===== config.mk =====
export PLATFORM = sky130hd
export DESIGN_NAME = seq_gen_tx
export DESIGN_NICKNAME = d
export VERILOG_FILES = /design/src/rtl/seq_gen_tx.sv
export SDC_FILE = /design/constraint.sdc
export NUM_CORES = 1
export LEC_CHECK = 0
export ABC_AREA = 1
export CORE_AREA = 3 3 58 60
export DETAILED_ROUTE_END_ITERATION = 6
export DIE_AREA = 0 0 61 63
export PLACE_DENSITY = 0.61
export REMOVE_ABC_BUFFERS = 1
export SLEW_MARGIN = 20
export SYNTH_ARGS = -nofsm -noshare
export SYNTH_HDL_FRONTEND = slang
export SYNTH_SLANG_ARGS = --single-unit

===== constraint.sdc =====
create_clock -name clk -period 1.9 [get_ports clk]
set_clock_uncertainty 0.15 [all_clocks]
set_input_delay 0.38 -clock clk [delete_from_list [all_inputs] [get_ports clk]]
set_output_delay 0.38 -clock clk [all_outputs]
set_load 0.005 [all_outputs]

===== src/rtl/seq_gen_tx.sv =====
// Serial pattern transmitter: shifts a captured WIDTH-bit pattern MSB-first onto x, R times.
// Latency: first bit on x in the cycle after start is sampled; done pulses the cycle after the last bit.
// Backpressure: none; start is ignored while a transmission is in progress.
module seq_gen_tx #(
    parameter int WIDTH    = 4,
    parameter int CNT_W    = 4,
    parameter int GAP      = 0,
    parameter bit IDLE_BIT = 1'b0
) (
    input  logic             clk,
    input  logic             reset,
    input  logic             start,
    input  logic [WIDTH-1:0] pattern,
    input  logic [CNT_W-1:0] repeat_n,
    output logic             x,
    output logic             x_valid,
    output logic             busy,
    output logic             done
);

    localparam int BW = $clog2(WIDTH) + 1;
    localparam int GW = (GAP > 1) ? $clog2(GAP) : 1;

    typedef enum logic [1:0] {
        S_IDLE,
        S_SHIFT,
        S_GAP
    } state_t;

    state_t             state_q;
    logic [WIDTH-1:0]   shreg_q;
    logic [WIDTH-1:0]   saved_q;
    logic [BW-1:0]      bit_q;
    logic [CNT_W-1:0]   rep_q;
    logic [GW-1:0]      gap_q;
    logic               x_q;
    logic               x_valid_q;
    logic               busy_q;
    logic               done_q;

    logic [CNT_W-1:0]   rep_init_d;
    logic               last_bit_d;
    logic               last_gap_d;

    // A repeat count of zero still sends the pattern once.
    always_comb begin
        rep_init_d = (repeat_n == '0) ? CNT_W'(1) : repeat_n;
        last_bit_d = (bit_q == BW'(WIDTH - 1));
        last_gap_d = (gap_q == GW'(GAP - 1));
    end

    // Transmit FSM; every output is a flop so x can feed the detector directly.
    always_ff @(posedge clk or posedge reset) begin
        if (reset) begin
            state_q   <= S_IDLE;
            shreg_q   <= '0;
            saved_q   <= '0;
            bit_q     <= '0;
            rep_q     <= '0;
            gap_q     <= '0;
            x_q       <= IDLE_BIT;
            x_valid_q <= 1'b0;
            busy_q    <= 1'b0;
            done_q    <= 1'b0;
        end else begin
            done_q <= 1'b0;
            case (state_q)
                S_IDLE: begin
                    if (start) begin
                        shreg_q   <= pattern;
                        saved_q   <= pattern;
                        rep_q     <= rep_init_d;
                        bit_q     <= '0;
                        gap_q     <= '0;
                        x_q       <= pattern[WIDTH-1];
                        x_valid_q <= 1'b1;
                        busy_q    <= 1'b1;
                        state_q   <= S_SHIFT;
                    end
                end
                S_SHIFT: begin
                    if (last_bit_d) begin
                        bit_q <= '0;
                        if (rep_q > CNT_W'(1)) begin
                            // More repetitions to go: reload from the saved copy.
                            rep_q   <= rep_q - CNT_W'(1);
                            shreg_q <= saved_q;
                            if (GAP > 0) begin
                                gap_q     <= '0;
                                x_q       <= IDLE_BIT;
                                x_valid_q <= 1'b0;
                                state_q   <= S_GAP;
                            end else begin
                                x_q <= saved_q[WIDTH-1];
                            end
                        end else begin
                            x_q       <= IDLE_BIT;
                            x_valid_q <= 1'b0;
                            busy_q    <= 1'b0;
                            done_q    <= 1'b1;
                            state_q   <= S_IDLE;
                        end
                    end else begin
                        shreg_q <= shreg_q << 1;
                        x_q     <= shreg_q[WIDTH-2];
                        bit_q   <= bit_q + BW'(1);
                    end
                end
                S_GAP: begin
                    if (last_gap_d) begin
                        gap_q     <= '0;
                        x_q       <= saved_q[WIDTH-1];
                        x_valid_q <= 1'b1;
                        state_q   <= S_SHIFT;
                    end else begin
                        gap_q <= gap_q + GW'(1);
                    end
                end
                default: state_q <= S_IDLE;
            endcase
        end
    end

    assign x       = x_q;
    assign x_valid = x_valid_q;
    assign busy    = busy_q;
    assign done    = done_q;

endmodule

==> qor.txt <==
status -> finished, final reports clean
CP Buf/Inv Count -> 1
Netlist cell types -> 23
CP Launch Type -> flip-flop
Reg clk slew, reported paths -> 0.10 ns
first-pass GRT wire length -> 3.41 mm
initial core utilization -> 33.3%
DIE AREA -> 0.00384 mm2
Commonest cells post-synth -> nand2_1, dfrtp_1, inv_1, nand3_1
vias per std cell -> 4.73
DRC -> 0
Primary FF master, synth -> dfrtp_1
RR Startpoint -> rep_q[0]
synthesized area -> 991 um2
Final Hold Fails -> 0
worst setup path start -> x_valid
CTS sink count -> 17
number of enable flip-flop cells after synthesis -> 0
Post-synth ARST share -> 100%
clock buffer depth -> 2
critical path peak fanout -> 3
GRT Overall Usage -> 11.9%
yosys warns -> 0
DP HPWL -> 1.51 mm
grt total ovfl -> 0
initial antenna violation count -> 0
antenna fix cells -> 0
maximum number of pins on one net before global-route repair -> 18
Post-DRT Antenna Nets -> 0
DIE HEIGHT -> 63 um
worst vdd ir -> 0.000653 V
IO Count -> 15
final worst-path cycle share -> 89.6%
Area Overhead vs Synth -> 18.6%
crit path kind -> reg2out
drt first-iter violations -> 16
Crit path max-delay family -> buffers and inverters
RSZ-0062 raised after global routing -> no
Max-Cap Viols -> 0
vias in the first global route -> 786
CTS tree -> yes
sequential share of the synthesized area -> 42.9%
Synth top area share -> 42.9%
Worst Hold Class -> in2async
Port Buf Inserts -> 14
root buffer cell -> clkbuf_4
Final min period -> 1.70 ns
wire per inst -> 11.5 um
Core Area -> 0.00298 mm2
Slew @ Worst Pin -> 0.344 ns
CTS Hold Buffers Added -> 0
Required @ worst endpoint -> 1.37 ns
vias -> 780
critical path's slowest cell -> clkdlybuf4s50_1
DR pass1 iterations -> 4
LEAKAGE -> 0.000557 uW
critical path, cell by cell -> clkdlybuf4s50_1
Post-CTS Setup Repair Bufs -> 0
post-synth top area cell -> dfrtp_1
top-count cell post-synth -> nand2_1
CP max stage delay -> 0.51 ns
H-tree levels -> 1
Cell Pwr Density -> 1460 mW/mm2
GP Congestion -> 0.797
Fmax -> 0.587 GHz
final WL -> 1.90 mm
Crit. End Element -> output pin
Yosys reg bits -> 17
Worst-Skew Late Latency -> 0.29 ns
CTS Buf Count -> 3
Cells after Synth -> 115
top cells by area, synth -> dfrtp_1, nand2_1, nor2_4
share of cells above drive strength 1 -> 21.2%
Final nets -> 147
Syn Area/Cell -> 8.62 um2
Final Core Density -> 39.5%
Core Rows -> 20
Critical Path AT -> 1.17 ns
# setup viols final -> 0
total negative slack -> 0 ns
Final Max Tran Viols -> 0
cts repair resizes -> 0
Worst slew margin -> 77.1%
die width -> 61 um
-- final cells by class --
cell class | instances | area [um2]
fill | 316 | 1800
multi-input combinational | 81 | 464
sequential | 17 | 425
timing repair buffer | 16 | 155
inverter | 14 | 62.6
tap | 33 | 41.3
clock buffer | 4 | 26.3
-- state kept, by name, indices dropped and copies added, names as in the netlist --
| name | cells |
|---|---|
| x_valid | 1 |
| saved_q | 4 |
| x | 1 |
| done | 1 |
| bit_q | 3 |
| shreg_q | 3 |
| rep_q | 4 |
-- power by group --
group          total [uW]  switching, uW  internal, uW  leakage [uW]
clock                 198            117          81.6     0.0000150
sequential            597           87.3           509      0.000215
combinational         917            547           369      0.000327
total                1710            751           961      0.000557
-- routing by layer --
| layer | vias up | global-route usage (%) | share of wire, % |
|---|---|---|---|
| met5 | - | 0 | 0 |
| met4 | 0 | 6.50 | 2.3 |
| met3 | 4 | 1.86 | 2.4 |
| met2 | 15 | 19.3 | 52 |
| met1 | 361 | 14.7 | 43 |
| li1 | 400 | - | - |
-- worst paths after layout --
| path | to | cells past startpoint | slack (ns) |
|---|---|---|---|
| worst max-delay path | busy | 1 | 0.20 |
| worst min-delay path | rep_q[2] | 3 | 0.25 |
| worst max register to register | rep_q[2] | 7 | 0.26 |
| worst min register to register | saved_q[2] | 2 | 0.33 |
| max in group asynchronous | shreg_q[1] | 3 | 1.17 |
| min in group clk | saved_q[2] | 2 | 0.33 |
-- logic make-up after synthesis --
group,count (synthesis),share of synthesized area (%)
simple gates,65,33.7
compound gates,13,9.34
fa+ha+maj,3,3.79
flops,17,42.9
buf+inv,17,10.2
-- per-stage QoR --
stage / hold slack [ns] / instances / total power (uW) / area (um2) / setup WS [ns]
2_1_floorplan: 0.156 / 112 / 1290 / 952 / 0.464
3_3_place_gp: 0.315 / 161 / 1500 / 1150 / 0.219
3_5_place_dp: 0.313 / 161 / 1540 / 1150 / 0.181
4_1_cts: 0.249 / 165 / 1740 / 1170 / 0.176
5_1_grt: 0.254 / 165 / 1890 / 1170 / 0.116
6_report: 0.248 / 165 / 1710 / 1170 / 0.198
-- cell usage in the layout, fill, tap and decap left out --
master            n
nand2_4           1
nand2_8           1
nand2_1          39
inv_2             3
dfrtp_1          17
nor2_4            5
nand3_1           9
nor2_2            1
clkdlybuf4s50_1  14
buf_4             2
a22o_1            1
ha_1              3
inv_1             9
o21ai_1           2
nand2_2           5
a211oi_1          1
o21ai_2           5
inv_6             2
clkbuf_4          3
nand4_1           1
o31ai_1           1
clkbuf_1          1
o21ai_0           3
nor2_1            3
No activity file was read; power rests on OpenSTA's default activity.
